**src/rtl/instr_fetch_buffer_pkg.sv**
```systemverilog
// Shared types for the instruction fetch buffer: FSM states and FIFO entry.
package instr_fetch_buffer_pkg;

    localparam int ADDR_W = 32;
    localparam int DATA_W = 32;

    typedef enum logic [1:0] {
        IDLE,
        FETCH,
        FLUSH
    } fetch_state_t;

    typedef struct packed {
        logic [DATA_W-1:0] instr;
        logic [ADDR_W-1:0] pc;
    } fetch_entry_t;

endpackage

```
**src/rtl/instr_fetch_buffer_if.sv**
```systemverilog
// Fetch-side bundle: PC unit, instruction memory and decode handshake.
interface instr_fetch_buffer_if;
    import instr_fetch_buffer_pkg::*;

    logic              start;
    logic [ADDR_W-1:0] pc;
    logic              pc_adv;
    logic              flush;
    logic              imem_req;
    logic [ADDR_W-1:0] imem_addr;
    logic [DATA_W-1:0] imem_rdata;
    logic [DATA_W-1:0] instr;
    logic [ADDR_W-1:0] instr_pc;
    logic              instr_valid;
    logic              instr_ready;

    modport master (
        output start, pc, flush, imem_rdata, instr_ready,
        input  pc_adv, imem_req, imem_addr, instr, instr_pc, instr_valid
    );

    modport slave (
        input  start, pc, flush, imem_rdata, instr_ready,
        output pc_adv, imem_req, imem_addr, instr, instr_pc, instr_valid
    );

endinterface

```
**src/rtl/instr_fetch_buffer_fifo.sv**
```systemverilog
// Synchronous FIFO of tagged fetch entries; clear empties it in one cycle.
module instr_fetch_buffer_fifo
    import instr_fetch_buffer_pkg::*;
#(
    parameter int DEPTH = 4
) (
    input  logic                   clk,
    input  logic                   reset,
    input  logic                   push_i,
    input  logic                   pop_i,
    input  logic                   clear_i,
    input  fetch_entry_t           data_i,
    output fetch_entry_t           data_o,
    output logic [$clog2(DEPTH):0] count_o
);

    localparam int PW = $clog2(DEPTH);

    fetch_entry_t   mem_q [DEPTH];
    logic [PW-1:0]  wr_q, wr_d;
    logic [PW-1:0]  rd_q, rd_d;
    logic [PW:0]    count_q, count_d;

    always_comb begin
        wr_d    = wr_q;
        rd_d    = rd_q;
        count_d = count_q;
        if (clear_i) begin
            wr_d    = '0;
            rd_d    = '0;
            count_d = '0;
        end else begin
            if (push_i) wr_d = wr_q + PW'(1);
            if (pop_i)  rd_d = rd_q + PW'(1);
            count_d = count_q + (PW+1)'(push_i) - (PW+1)'(pop_i);
        end
    end

    always_ff @(posedge clk) begin
        if (reset) begin
            wr_q    <= '0;
            rd_q    <= '0;
            count_q <= '0;
        end else begin
            wr_q    <= wr_d;
            rd_q    <= rd_d;
            count_q <= count_d;
        end
    end

    always_ff @(posedge clk) begin
        if (push_i && !clear_i) mem_q[wr_q] <= data_i;
    end

    assign data_o  = mem_q[rd_q];
    assign count_o = count_q;

endmodule

```
**src/rtl/instr_fetch_buffer.sv**
```systemverilog
// Fetch buffer top: request FSM, one-deep read credit, PC tagging, decode FIFO.
module instr_fetch_buffer
    import instr_fetch_buffer_pkg::*;
#(
    parameter int DEPTH = 4
) (
    input logic                 clk,
    input logic                 reset,
    instr_fetch_buffer_if.slave bus
);

    localparam int PW = $clog2(DEPTH);

    fetch_state_t      state_q, state_d;
    logic              inflight_q, inflight_d;
    logic              drop_q, drop_d;
    logic [ADDR_W-1:0] pc_q, pc_d;
    logic [PW:0]       count;
    logic [PW+1:0]     credit;
    logic              req, push, pop, valid;
    fetch_entry_t      head, wdata;

    always_comb begin
        state_d = state_q;
        if (bus.flush) begin
            state_d = FLUSH;
        end else begin
            unique case (state_q)
                IDLE:    state_d = bus.start ? FETCH : IDLE;
                FETCH:   state_d = bus.start ? FETCH : IDLE;
                FLUSH:   state_d = bus.start ? FETCH : IDLE;
                default: state_d = IDLE;
            endcase
        end
    end

    // Buffered plus outstanding words never exceed DEPTH, so a push always fits.
    always_comb begin
        credit     = {1'b0, count} + (PW+2)'(inflight_q);
        req        = (state_q == FETCH) && bus.start && !bus.flush
                     && (credit < (PW+2)'(DEPTH));
        inflight_d = req;
        drop_d     = bus.flush && inflight_q;
        pc_d       = req ? bus.pc : pc_q;
        push       = inflight_q && !drop_q && !bus.flush;
        valid      = (count != '0);
        pop        = valid && bus.instr_ready && !bus.flush;
        wdata      = '{instr: bus.imem_rdata, pc: pc_q};
    end

    always_ff @(posedge clk) begin
        if (reset) begin
            state_q    <= IDLE;
            inflight_q <= 1'b0;
            drop_q     <= 1'b0;
            pc_q       <= '0;
        end else begin
            state_q    <= state_d;
            inflight_q <= inflight_d;
            drop_q     <= drop_d;
            pc_q       <= pc_d;
        end
    end

    instr_fetch_buffer_fifo #(.DEPTH(DEPTH)) u_fifo (
        .clk     (clk),
        .reset   (reset),
        .push_i  (push),
        .pop_i   (pop),
        .clear_i (bus.flush),
        .data_i  (wdata),
        .data_o  (head),
        .count_o (count)
    );

    assign bus.imem_req    = req;
    assign bus.pc_adv      = req;
    assign bus.imem_addr   = req ? bus.pc : '0;
    assign bus.instr_valid = valid;
    assign bus.instr       = valid ? head.instr : '0;
    assign bus.instr_pc    = valid ? head.pc : '0;

endmodule

```
**src/flat_wrapper.sv**
```systemverilog
// flat-port wrapper written by rule: the top's interface ports become plain ports
module instr_fetch_buffer_flat import instr_fetch_buffer_pkg::*;
#(
    parameter int DEPTH = 4
)
  (clk, reset, bus_start, bus_pc, bus_flush, bus_imem_rdata, bus_instr_ready, bus_pc_adv, bus_imem_req, bus_imem_addr, bus_instr, bus_instr_pc, bus_instr_valid);
  instr_fetch_buffer_if bus_i ();
  input logic clk;
  input logic reset;
  input wire logic [$bits(bus_i.start)-1:0] bus_start;
  input wire logic [$bits(bus_i.pc)-1:0] bus_pc;
  input wire logic [$bits(bus_i.flush)-1:0] bus_flush;
  input wire logic [$bits(bus_i.imem_rdata)-1:0] bus_imem_rdata;
  input wire logic [$bits(bus_i.instr_ready)-1:0] bus_instr_ready;
  output wire logic [$bits(bus_i.pc_adv)-1:0] bus_pc_adv;
  output wire logic [$bits(bus_i.imem_req)-1:0] bus_imem_req;
  output wire logic [$bits(bus_i.imem_addr)-1:0] bus_imem_addr;
  output wire logic [$bits(bus_i.instr)-1:0] bus_instr;
  output wire logic [$bits(bus_i.instr_pc)-1:0] bus_instr_pc;
  output wire logic [$bits(bus_i.instr_valid)-1:0] bus_instr_valid;
  assign bus_i.start = bus_start;
  assign bus_i.pc = bus_pc;
  assign bus_i.flush = bus_flush;
  assign bus_i.imem_rdata = bus_imem_rdata;
  assign bus_i.instr_ready = bus_instr_ready;
  assign bus_pc_adv = bus_i.pc_adv;
  assign bus_imem_req = bus_i.imem_req;
  assign bus_imem_addr = bus_i.imem_addr;
  assign bus_instr = bus_i.instr;
  assign bus_instr_pc = bus_i.instr_pc;
  assign bus_instr_valid = bus_i.instr_valid;
  instr_fetch_buffer #(.DEPTH(DEPTH)) u_core (.clk(clk), .reset(reset), .bus(bus_i));
endmodule
```
**config.mk**
```make
export PLATFORM = sky130hd
export DESIGN_NAME = instr_fetch_buffer_flat
export DESIGN_NICKNAME = d
export VERILOG_FILES = /design/src/rtl/instr_fetch_buffer_pkg.sv /design/src/rtl/instr_fetch_buffer_if.sv /design/src/rtl/instr_fetch_buffer_fifo.sv /design/src/rtl/instr_fetch_buffer.sv /design/src/flat_wrapper.sv
export SDC_FILE = /design/constraint.sdc
export NUM_CORES = 1
export LEC_CHECK = 0
export BUFFER_PORTS_ARGS = -buffer_cell sky130_fd_sc_hd__buf_2
export CORE_UTILIZATION = 26
export DETAILED_ROUTE_END_ITERATION = 8
export SLEW_MARGIN = 30
export SYNTH_ARGS = -nofsm -noshare
export SYNTH_HDL_FRONTEND = slang
export SYNTH_SLANG_ARGS = --single-unit
```
**constraint.sdc**
```tcl
create_clock -name clk -period 4.2 [get_ports clk]
set_clock_uncertainty 0.2 [all_clocks]
set_input_delay 0.42 -clock clk [delete_from_list [all_inputs] [get_ports clk]]
set_output_delay 0.42 -clock clk [all_outputs]
set_load 0.005 [all_outputs]
```
* Word-level counts from Yosys, hierarchy flattened
Memories as Yosys holds them, arrays and structs flattened. A register that Yosys moved wholly into a read port is not among the register bits. Cells that the tools add are included.
Storage, ports and cells: bits in registers 43, memories kept 1, input bits 69, output and inout bits 99, bits in writable memories 256
Memories:
- u_core.u_fifo.mem_q | words 4, bits a word 64, rd ports 1, clocked after Yosys merged registers in 1, write ports 1, RTL line instr_fetch_buffer_fifo.sv:19 | fetch_entry_t mem_q [DEPTH];
Cells by class: multiplexer cells 10, reduce and logical (&&, ||, !) cells 16, equal/unequal tests 2, $add $sub $neg 5, magnitude comparators 1, bitwise operators 1
Operator list (count):
- two-way mux 32 bit | 3
- logical AND 1 bit | 9
- two-way mux 2 bit | 4
- OR reduction 3 bit | 2
- adder 2 x 1 -> 2 bit (second input constant) | 2
- adder 3 x 1 -> 4 bit | 1
- less-than comparator 4 x 3 -> 1 bit (second input constant) | 1
- adder 3 x 1 -> 3 bit | 1
- two-way mux 1 bit | 3
- nonzero test 3 bit | 1
- subtractor 3 x 1 -> 3 bit | 1
- equality test 2 x 1 -> 1 bit (second input constant) | 1
- equality test 2 bit (second input constant) | 1
- zero test 1 bit | 2
- zero test 2 bit | 1
- OR reduction 2 bit | 1
- inverter 1 bit | 1

* Longest topological paths before layout
depth after elaboration 6, gate-level depth with buffers 11, gate-level depth less buffers 10

* Hierarchy
Synthesis repeated with hierarchy kept, for this count alone.
Unflattened totals: cell total of the unflattened synthesis 654, area, all modules 11996.5 um^2
Modules (own cells, without submodules):
- instr_fetch_buffer_fifo | area each 9756.9 um^2, cells each 379, times used 1, seq. area each 7867.5 um^2
- instr_fetch_buffer | area each 2239.6 um^2, cells each 275, times used 1, seq. area each 720.7 um^2

* Worst setup path after synthesis
No wires, ideal clock.
path type input to register, from input port bus_flush, to memory u_core.u_fifo.mem_q[0][0] (netlist name), enable pin, path buffers 0, stages on the path 2, slack 1255 ps, arrival 2316 ps, library setup time 429 ps, cells stage by stage nor3b_2 > and2_1
On the way: cells in the longest elaborated chain, start to end 5
RTL lines:
- from (decl) | RTL line flat_wrapper.sv:12 | input wire logic [$bits(bus_i.flush)-1:0] bus_flush;
- zero test 1 bit * | RTL line instr_fetch_buffer_fifo.sv:52, instr_fetch_buffer.sv:45
- logical AND 1 bit | RTL line instr_fetch_buffer.sv:45 | push = inflight_q && !drop_q && !bus.flush;
- logical AND 1 bit * | RTL line instr_fetch_buffer_fifo.sv:52 | if (push_i && !clear_i) mem_q[wr_q] <= data_i;
- two-way mux 1 bit * | RTL line instr_fetch_buffer_fifo.sv:52
- two-way mux 1 bit (not written as such) * | RTL line instr_fetch_buffer_fifo.sv:52
- to (decl) | RTL line instr_fetch_buffer_fifo.sv:19
Mark *: on every way between the ends. The rest lies on a longest branch, timed or not.

==> results.cfg <==
[outcome]
status = complete, no violations

[setup_path]
path_cells = buf_12 > mux4_2 > and2_1 > buf_2
r2r_setup_slack_ns = 1.70
worstPathRequired_ns = 3.58
worstPathArrival_ns = 2.55
crit_end = bus_instr_pc[28]
r2r-end = u_core.u_fifo.count_o[2]
rr_startpoint = u_core.u_fifo.count_o[0]
cp_slowest_cell = dfxtp_4
end_kind = output port
path_max_fanout = 31
worstSetupPathType = flip-flop to output port
r2r_cells = 10
critPathLaunchType = flip-flop
slowest_delay_ns = 0.83

[power_and_ir_drop]
ir_drop_v = 0.000207
power.density_nw_per_um2 = 416
p_leak_uw = 0.00546
total_power_uw = 6180

[floorplan]
ios = 168
core-area_um2 = 44100
dieArea_um2 = 45500
die_h_um = 213
initial_utilization = 0.263
dieWidth_um = 213
fp-row-count = 77

[clocking]
ctsResizeCount = 0
clock_sinks = 301
cts-htree-levels = 2
clockRootBuffer = clkbuf_16
clockBufferDepth = 3
numCtsBuffers = 34
clock_latency_ns = 0.52
clk_pin_slew_ns = 0.05
cts_tree = done

[timing]
final.setup.tns_ns = 0
hold_ws_ns = 0.0729
setup_viol = 0
relSlewSlack = 0.463
final-max-slew-violation-count = 0
layout_min_cycle_time_ns = 3.17
finalCritPeriodShare = 0.755
hold_viol = 0
max_freq_mhz = 315
tightest_slew_ns = 0.806
rsz0062_at_grt = false

[synth]
yosysWarnings = 0
synth_area_leaders = edfxtp_1 (66%), mux4_2 (12%), dfxtp_1 (7.8%)
yosys.area.top_type = edfxtp_1
yosys.cell_count.top_type = edfxtp_1
synth.cells.most_frequent = edfxtp_1 (256), and2_1 (69), mux4_2 (64)
ys_types = 34
ys.flop_type = edfxtp_1
syn-cell-area_um2 = 11600
synthCells = 648
syn_area_per_cell_um2 = 17.9
synth.yosys.seq_area_share = 0.740
synthArstFlopShare = 0
synth_edf_count = 256
ys_ff_latch = 301
synth_top_area_frac = 0.662
syn-num-nets = 725

[detailed_routing]
routed_wl_um = 26300
firstDrtPassIters = 4
drt_iter0_markers = 415
drc = 0
viasPerCell = 4.24
ant_nets = 0
wl_per_cell_um = 17.4
num_vias = 6384

[global_routing]
grt_pass1_wl_um = 39100
antenna_found_initial = 1
grt_max_degree = 67
grt_util_all_layers = 0.117
grt_pass1_vias = 6630
grt_overflow_total = 0

[layout]
design_area_um2 = 14900
utilization = 0.337
layout-drive-gt1-share = 0.334
syn2layout_area_growth_pct = 28.1
layout.nets = 968
antenna_cells = 0

[flow_run]
maxCapViolCount = 0

[placed_design]
place_area_um2 = 13200
place_congestion = 0.666
numPortBuffers = 167
hpwl_um = 15500

[min_path]
hp-class = primary input to flip-flop
## cell usage in the layout (no fill, tap or decap), types with 5 or more instances in the layout
master,Yosys,layout
clkbuf_1,14,9
dfxtp_1,45,43
nand3_1,33,33
clkinv_1,0,5
edfxtp_1,256,256
o21ai_1,26,26
mux4_2,64,64
a21oi_1,33,33
clkinv_2,0,6
ha_1,7,7
and2_1,69,65
dlygate4sd3_1,0,65
buf_4,7,12
nor2_1,11,11
clkbuf_16,0,37
inv_1,39,39
buf_2,9,167
## power by group
part / internal (uW) / total, uW / switching (uW)
clock network: 1660 / 2830 / 1160
logic: 73.2 / 125 / 52.2
registers: 3230 / 3230 / 6.24
## state kept, by name, indices dropped and copies added, names as in the netlist, named ones only
name / cells
u_core.inflight_q: 1
u_core.u_fifo.rd_q: 2
u_core.u_fifo.wr_q: 2
u_core.state_q: 2
u_core.u_fifo.count_o: 3
u_core.pc_q: 32
u_core.drop_q: 1
u_core.u_fifo.mem_q: 256
## cell families after synthesis
| kind of cell | synth area share |
|---|---|
| DFF | 0.740 |
| and+or+nand+nor | 0.0615 |
| buffers and inverters | 0.0308 |
| AOI/OAI and AO/OA | 0.0316 |
| muxes | 0.124 |
| adders and majority gates | 0.00927 |
| xor gates and xnor gates | 0.00302 |
## worst min-delay path by stage
stage	start	end	cells past startpoint
floorplan	u_core.state_q[0]	u_core.state_q[0]	1
global placement	u_core.state_q[0]	u_core.state_q[0]	1
detailed placement	u_core.state_q[0]	u_core.state_q[0]	1
CTS	bus_pc[30]	u_core.pc_q[30]	3
global route	bus_pc[30]	u_core.pc_q[30]	3
finish	bus_pc[30]	u_core.pc_q[30]	3
## per-layer routing
| metal | global-route usage | routed length, um | up-vias |
|---|---|---|---|
| met4 | 0.0426 | 581 | 0 |
| met3 | 0.0240 | 1290 | 35 |
| met5 | 0 | 0 | - |
| met1 | 0.155 | 12200 | 3199 |
| li1 | - | - | 2971 |
| met2 | 0.188 | 12300 | 179 |
## timing repair
action | CTS | global route
hold endpoints to repair | 160 | 0
buffers inserted | 0 | 0
hold buffers | 65 | 0
## stage by stage
step           setup WS (ns)  std cells
2_1_floorplan           1.26        648
3_3_place_gp            1.50       1380
3_5_place_dp            1.45       1381
4_1_cts                0.902       1506
5_1_grt                0.823       1507
6_report                1.03       1507
## layout make-up
cell class,instances,area [um2]
sequential,301,8600
timing repair buffer,247,1640
clock inverter,14,95.1
tap,592,741
fill,4292,29200
inverter,39,146
clock buffer,46,960
multi-input combinational,268,2700
## critical path, delay by kind of cell (launching register included)
family,cells,cell delay (ns)
multiplexers,1,0.52
AND/OR/NAND/NOR,1,0.20
flip-flops,1,0.83
buffers and inverters,2,0.45
(Power assumes the default switching activity.)
